===== config.mk =====
export PLATFORM = sky130hd
export DESIGN_NAME = exec_seq_ctrl
export DESIGN_NICKNAME = d
export VERILOG_FILES = /design/src/rtl/exec_seq_ctrl.sv
export SDC_FILE = /design/constraint.sdc
export NUM_CORES = 1
export LEC_CHECK = 0
export CELL_PAD_IN_SITES_DETAIL_PLACEMENT = 0
export CELL_PAD_IN_SITES_GLOBAL_PLACEMENT = 1
export CORE_UTILIZATION = 27
export CTS_CLUSTER_SIZE = 16
export DETAILED_ROUTE_END_ITERATION = 6
export PLACE_DENSITY_LB_ADDON = 0.1
export SKIP_CTS_REPAIR_TIMING = 1
export SYNTH_ARGS = -nofsm -noshare
export SYNTH_HDL_FRONTEND = slang
export SYNTH_SLANG_ARGS = --single-unit

===== constraint.sdc =====
create_clock -name clk -period 3 [get_ports clk]
set_clock_uncertainty 0.15 [all_clocks]
set_input_delay 0.6 -clock clk [delete_from_list [all_inputs] [get_ports clk]]
set_output_delay 0.6 -clock clk [all_outputs]
set_load 0.02 [all_outputs]

===== src/rtl/exec_seq_ctrl.sv =====
// Purpose: multicycle fetch/decode/execute/memory/writeback sequencer for the RV32I core.
// Latency: 4 cycles per ALU/jump/branch/store instruction and 5 per load, plus memory wait cycles.
// Backpressure: FETCH and MEM hold mem_req until mem_ready; every other state ignores mem_ready.
//
// Ports:
//   clk, rst_n        core clock, async active-low reset
//   run               start enable (used only when RESET_TO_FETCH=0)
//   opcode            instr[6:0], sampled in DECODE
//   branch_taken      comparator result, sampled in EXEC for branches
//   mem_ready         memory handshake completion
//   ctrl_RS1, alu_b_sel, alu_pass_b          ALU operand controls
//   ir_we, pc_we, pc_inc, reg_we, wb_sel     datapath strobes
//   mem_req, mem_we, addr_sel                memory request controls
//   trap, state_o, instret                   status / debug
//
// Optional macro EXEC_SEQ_INSTRET_EN: when defined, instret counts retired
// instructions; otherwise instret is tied to zero.
module exec_seq_ctrl #(
  parameter bit RESET_TO_FETCH = 1'b1
) (
  input  logic        clk,
  input  logic        rst_n,
  input  logic        run,
  input  logic [6:0]  opcode,
  input  logic        branch_taken,
  input  logic        mem_ready,
  output logic        ctrl_RS1,
  output logic [1:0]  alu_b_sel,
  output logic        alu_pass_b,
  output logic        ir_we,
  output logic        pc_we,
  output logic        pc_inc,
  output logic        reg_we,
  output logic [1:0]  wb_sel,
  output logic        mem_req,
  output logic        mem_we,
  output logic        addr_sel,
  output logic        trap,
  output logic [2:0]  state_o,
  output logic [31:0] instret
);

  typedef enum logic [2:0] {
    S_IDLE   = 3'd0,
    S_FETCH  = 3'd1,
    S_DECODE = 3'd2,
    S_EXEC   = 3'd3,
    S_MEM    = 3'd4,
    S_WB     = 3'd5,
    S_BRTGT  = 3'd6,
    S_TRAP   = 3'd7
  } state_t;

  typedef enum logic [3:0] {
    C_NONE   = 4'd0,
    C_LUI    = 4'd1,
    C_AUIPC  = 4'd2,
    C_JAL    = 4'd3,
    C_JALR   = 4'd4,
    C_BRANCH = 4'd5,
    C_LOAD   = 4'd6,
    C_STORE  = 4'd7,
    C_OPIMM  = 4'd8,
    C_OP     = 4'd9
  } cls_t;

  localparam logic [1:0] B_RS2  = 2'd0;
  localparam logic [1:0] B_IMM  = 2'd1;
  localparam logic [1:0] WB_ALU = 2'd0;
  localparam logic [1:0] WB_MEM = 2'd1;
  localparam logic [1:0] WB_PC4 = 2'd2;

  state_t state_q, state_d;
  cls_t   class_q, class_d;
  logic   taken_q, taken_d;
  cls_t   dec_class;

  always_comb begin
    dec_class = C_NONE;
    case (opcode)
      7'b0110111: dec_class = C_LUI;
      7'b0010111: dec_class = C_AUIPC;
      7'b1101111: dec_class = C_JAL;
      7'b1100111: dec_class = C_JALR;
      7'b1100011: dec_class = C_BRANCH;
      7'b0000011: dec_class = C_LOAD;
      7'b0100011: dec_class = C_STORE;
      7'b0010011: dec_class = C_OPIMM;
      7'b0110011: dec_class = C_OP;
      default:    dec_class = C_NONE;
    endcase
  end

  always_ff @(posedge clk or negedge rst_n) begin
    if (!rst_n) begin
      state_q <= S_IDLE;
      class_q <= C_NONE;
      taken_q <= 1'b0;
    end else begin
      state_q <= state_d;
      class_q <= class_d;
      taken_q <= taken_d;
    end
  end

  always_comb begin
    state_d    = state_q;
    class_d    = class_q;
    taken_d    = taken_q;
    ctrl_RS1   = 1'b0;
    alu_b_sel  = B_RS2;
    alu_pass_b = 1'b0;
    ir_we      = 1'b0;
    pc_we      = 1'b0;
    pc_inc     = 1'b0;
    reg_we     = 1'b0;
    wb_sel     = WB_ALU;
    mem_req    = 1'b0;
    mem_we     = 1'b0;
    addr_sel   = 1'b0;
    trap       = 1'b0;

    case (state_q)
      S_IDLE: begin
        if (RESET_TO_FETCH || run) state_d = S_FETCH;
      end
      S_FETCH: begin
        mem_req = 1'b1;
        // IR captures the returned word in the completing cycle.
        if (mem_ready) begin
          ir_we   = 1'b1;
          state_d = S_DECODE;
        end
      end
      S_DECODE: begin
        class_d = dec_class;
        state_d = (dec_class == C_NONE) ? S_TRAP : S_EXEC;
      end
      S_EXEC: begin
        state_d = S_WB;
        case (class_q)
          C_OP:    begin ctrl_RS1 = 1'b1; alu_b_sel = B_RS2; end
          C_OPIMM: begin ctrl_RS1 = 1'b1; alu_b_sel = B_IMM; end
          C_LUI:   begin alu_b_sel = B_IMM; alu_pass_b = 1'b1; end
          C_AUIPC: begin alu_b_sel = B_IMM; end
          C_LOAD, C_STORE: begin
            ctrl_RS1  = 1'b1;
            alu_b_sel = B_IMM;
            state_d   = S_MEM;
          end
          C_JAL:   begin alu_b_sel = B_IMM; pc_we = 1'b1; end
          C_JALR:  begin ctrl_RS1 = 1'b1; alu_b_sel = B_IMM; pc_we = 1'b1; end
          C_BRANCH: begin
            ctrl_RS1  = 1'b1;
            alu_b_sel = B_RS2;
            taken_d   = branch_taken;
            state_d   = S_BRTGT;
          end
          default: state_d = S_TRAP;
        endcase
      end
      S_BRTGT: begin
        // ALU now forms PC+imm; PC takes it only if the compare said taken.
        alu_b_sel = B_IMM;
        pc_we     = taken_q;
        pc_inc    = ~taken_q;
        state_d   = S_FETCH;
      end
      S_MEM: begin
        mem_req  = 1'b1;
        addr_sel = 1'b1;
        mem_we   = (class_q == C_STORE);
        if (mem_ready) begin
          if (class_q == C_STORE) begin
            pc_inc  = 1'b1;
            state_d = S_FETCH;
          end else begin
            state_d = S_WB;
          end
        end
      end
      S_WB: begin
        reg_we = 1'b1;
        if (class_q == C_LOAD)                           wb_sel = WB_MEM;
        else if (class_q == C_JAL || class_q == C_JALR)  wb_sel = WB_PC4;
        else                                             wb_sel = WB_ALU;
        // Jumps already loaded PC in EXEC.
        pc_inc  = ~(class_q == C_JAL || class_q == C_JALR);
        state_d = S_FETCH;
      end
      S_TRAP: begin
        trap = 1'b1;
      end
      default: state_d = S_IDLE;
    endcase
  end

  assign state_o = state_q;

`ifdef EXEC_SEQ_INSTRET_EN
  logic        retire;
  logic [31:0] instret_q;

  assign retire = (state_q == S_WB) || (state_q == S_BRTGT) ||
                  ((state_q == S_MEM) && (class_q == C_STORE) && mem_ready);

  always_ff @(posedge clk or negedge rst_n) begin
    if (!rst_n)      instret_q <= 32'h0;
    else if (retire) instret_q <= instret_q + 32'd1;
  end

  assign instret = instret_q;
`else
  assign instret = 32'h0;
`endif

endmodule


======== Word level (Yosys, flattened, before mapping) ========
Index checks and enable logic that the tools add are counted.
cells by class
  bitwise operators ....................... 2
  mux-type cells .......................... 28
  $add $sub $neg .......................... 0
  $mul .................................... 0
  reduce and logical (&&, ||, !) cells .... 13
  $lt $le $gt $ge ......................... 0
  equality and inequality tests ........... 27
  divide/modulo/power cells ............... 0
  shift operators ......................... 0
operator list
  operator              count
  $pmux W4 S9           1
  $eq A7 B6 Y1 const B  3
  $eq A7 B7 Y1 const B  3
  $eq A4 B3 Y1 const B  4
  $mux W1               15
  $pmux W3 S5           1
  $eq A7 B5 Y1 const B  2
  $eq A3 B3 Y1 const B  4
  $mux W3               4
  $reduce_or A6 Y1      2
  $eq A4 B2 Y1 const B  2
  $eq A4 B4 Y1 const B  2
  $eq A7 B2 Y1 const B  1
  $reduce_or A7 Y1      1
  $eq A3 B2 Y1 const B  2
  $mux W2               3
  $pmux W2 S3           1
  $reduce_or A2 Y1      3
  $reduce_bool A5 Y1    1
  $eq A4 B1 Y1 const B  1
  $logic_not A4 Y1      1
  $ne A2 B2 Y1 const B  2
  $pmux W1 S2           2
  $eq A3 B1 Y1 const B  1
  other kinds (7)       8
storage, ports and cells
  latch bits .............................. 0
  bits in registers ....................... 8
  bits in writable memories ............... 0
  bits in read-only memories .............. 0
  input port bits ......................... 12
  memories ................................ 0
  logic and storage cells ................. 73

======== Longest topological paths before layout ========
  depth in word-level cells ............... 5
  depth in mapped cells ................... 5

======== Worst setup path after synthesis ========
No wires, ideal clock.
  kind .................................... flip-flop to output port
  start ................................... reg state_q[1] (netlist: state_o[1])
  end ..................................... out wb_sel[0]
  data arrival time ....................... 1,572 ps
  path slack .............................. 678 ps
  buffers on the path ..................... 1
  data required time ...................... 2,250 ps
  cell stages (with the launch flop) ...... 4
  path through ............................ dfrtp_1 > buf_4 > nand3b_1 > nor4_1
on the way
  word-level cells in the longest chain between the ends .. 2
ends and longest elaborated chain
  what                      line  source
  start: declaration        73    state_t state_q, state_d;
  start signal: assignment  100   state_q <= state_d;
  $eq A3 B3 Y1              123   case (state_q)
  $mux W2                   123
  end: declaration          34    output logic [1:0] wb_sel,
Every way passes these cells.

======== Final worst setup path ========
  start ................................... in mem_ready
  end ..................................... out ir_we
on the way
  word-level cells in the longest chain between the ends .. 2
ends and longest elaborated chain
  what                line  source
  start: declaration  26    input logic mem_ready,
  $mux W1             130   if (mem_ready) begin
  $mux W1             123
  end: declaration    30    output logic ir_we,
Every way passes these cells.

==> metrics.yaml <==
dp_hpwl_um: 1690
clk_pin_slew_ns: 0.04
p_sw_w: 0.000465
ant_nets: 0
finalPower_w: 0.000989
pwr-share-seq: 0.283
ys_seq_elements: 8
crit_fanout: 4
diodes: 0
ir_worst_vdd_uv: 203
wl_met3_um: 124
syn_inst: 124
htreeDepth: 1
p_comb_frac: 0.594
drc: 0
synthDominantCellAreaShare: 0.271
hold_violations: 0
place_ws_ns: 0.00591
layout.nets: 161
dr_wl_met2_um: 1050
top_layer: "met3"
synth_area_leaders: "buf_4, dfrtp_1, nor2_1"
postLayoutCellArea_um2: 1190
fmax_ghz: 0.343
clkPwrFrac: 0.124
gp_congestion: 0.730
worst_pin_slew_ns: 0.560
m1WireLength_um: 892
dieWidth_um: 62.8
yosysUniqueCellTypes: 40
worst_slack_ns: 0.0813
rsz0062_at_grt: "no"
numClockSinks: 8
finalCriticalPeriod_ns: 2.92
status: "completed"
reg2reg_depth: 4
grt_usage: 0.102
cts_buffer_depth: 2
placed_area_um2: 1140
p_per_area_nw_per_um2: 830
drive_above_1_share: 0.0884
drt_first_pass_iters: 4
synth_warnings: 0
slew_headroom: 0.627
viasPerCell: 4.29
die_y_um: 62.8
boundaryPins: 61
p_sw_frac: 0.471
utilization: 0.346
start_util: 0.290
area_delta_synth_final_pct: 19.3
drt_wl_total_um: 2070
cp.arrival_ns: 2.17
leakagePower_nw: 0.519
die_area_um2: 3950
cap_violations: 0
critPathLaunchType: "input pin"
grt_pass1_vias: 695
setup_viol: 0
cts-root-buf: "clkbuf_8"
cts_buffers: 3
vias: 828
rows: 21
crit_path_end_kind: "output pin"
wire_per_inst_um: 10.7
insertion_delay_ns: 0.22
core_area_um2: 3440
synth_top_cell_by_area: "buf_4"
synthesis.area_um2: 998
antenna_found_initial: 0
ys_seq_area_frac: 0.201
grt_start_max_net_pins: 17
required_ns: 2.25
drv_slew: 0
overflow: 0
hold_class: "flop to flop"
first_iter_violations: 27
grt_pass1_wl_um: 3190
p_int_w: 0.000523
critical_path_class: "input pin to output pin"
min_path_cells: 1
avgSynthCellArea_um2: 8.05
cts_tree: "yes"
fin_hold_ws_ns: 0.379
numPortBuffers: 26
timing.final.crit_share: 0.973
==> power by group through the flow <==
| stage | sequential [W] | clock [W] | combinational [W] |
|---|---|---|---|
| 6_report | 0.000279 | 0.000122 | 0.000587 |
| 5_1_grt | 0.000294 | 0.000131 | 0.000639 |
| 4_1_cts | 0.000277 | 0.000125 | 0.000594 |
| 3_5_place_dp | 0.000279 | 0 | 0.000591 |
| 3_3_place_gp | 0.000278 | 0 | 0.000589 |
| 2_1_floorplan | 0.000221 | 0 | 0.000497 |
==> per-stage QoR <==
stage / TNS, ns / cells
floorplan: 0 / 156
global placement: 0 / 190
detailed placement: 0 / 190
CTS: -0.00617 / 193
global route: 0 / 193
finish: 0 / 193
==> final timing paths <==
kind                                        start                endpoint  slack, ns
min in group asynchronous                   rst_n  state_o[2]$_DFFE_PN0P_       0.51
hold / removal                taken_q$_DFFE_PN0P_     taken_q$_DFFE_PN0P_       0.38
max in group asynchronous                   rst_n  class_q[3]$_DFFE_PN0P_       1.93
setup reg to reg           state_o[1]$_DFFE_PN0P_     taken_q$_DFFE_PN0P_       1.24
hold reg to reg               taken_q$_DFFE_PN0P_     taken_q$_DFFE_PN0P_       0.38
setup / recovery                        mem_ready                   ir_we       0.08
==> layout by cell type (no fill, tap or decap), types with 2 or more instances in the layout <==
cell / n
nand3b_1: 3
nor3_1: 2
a21oi_1: 8
clkbuf_8: 3
clkdlybuf4s50_1: 26
o21ai_1: 2
nand2_1: 3
nand2b_1: 3
a22oi_1: 3
nor2b_1: 4
nand4b_1: 2
dfrtp_1: 8
nor3b_1: 2
and2_1: 2
inv_1: 4
nor2_1: 12
conb_1: 33
nand3_1: 3
o21ai_0: 3
==> cell usage after synthesis <==
cell type,n
buf_4,36
nor2_1,12
a21oi_1,8
dfrtp_1,8
inv_1,4
nor2b_1,4
a22oi_1,3
nand2_1,3
nand2b_1,3
nand3_1,3
nand3b_1,3
o21ai_0,3
and2_1,2
buf_6,2
nand4b_1,2
nor3_1,2
nor3b_1,2
o21ai_1,2
a21o_1,1
a22o_1,1
a22o_2,1
and3_1,1
and3_4,1
and3b_1,1
conb_1,1
mux2_1,1
mux2_2,1
mux2i_1,1
nand2_2,1
nand3b_4,1
nor2_2,1
nor2b_2,1
nor3b_2,1
nor4_1,1
nor4bb_1,1
o221ai_1,1
o31a_1,1
o32a_1,1
o41ai_2,1
or4_1,1
==> kinds of logic (layout without fill, tap and decap cells) <==
logic type / after synthesis / count (layout) / synth area share
mux: 3 / 3 / 0.0326
compound gates: 23 / 23 / 0.158
other cells: 1 / 33 / 0.00376
flops: 8 / 8 / 0.200
simple gates: 47 / 47 / 0.297
buf+inv: 42 / 33 / 0.308
==> per-layer routing <==
metal  vias to the layer above  global-route usage
met3                         0              0.0274
met2                        34               0.183
met1                       383               0.119
met5                         -                   0
met4                         0              0.0262
li1                        411                   -
==> cell type report <==
class,instances,area (um^2)
Fill cell,376,2250
Multi-Input combinational cell,106,617
Timing Repair Buffer,26,260
Sequential cell,8,200
Tap cell,46,57.6
Clock buffer,3,41.3
Inverter,4,15.0
==> registers in the layout, indices dropped and copies added (netlist names) <==
register,count
state_o,3
class_q,4
taken_q,1
==> critical path, cell delays in order <==
cell	delay (ns)
clkdlybuf4s50_1	0.52
nor4bb_2	0.38
clkdlybuf4s50_1	0.67
Power figures use the tool's default switching activity.
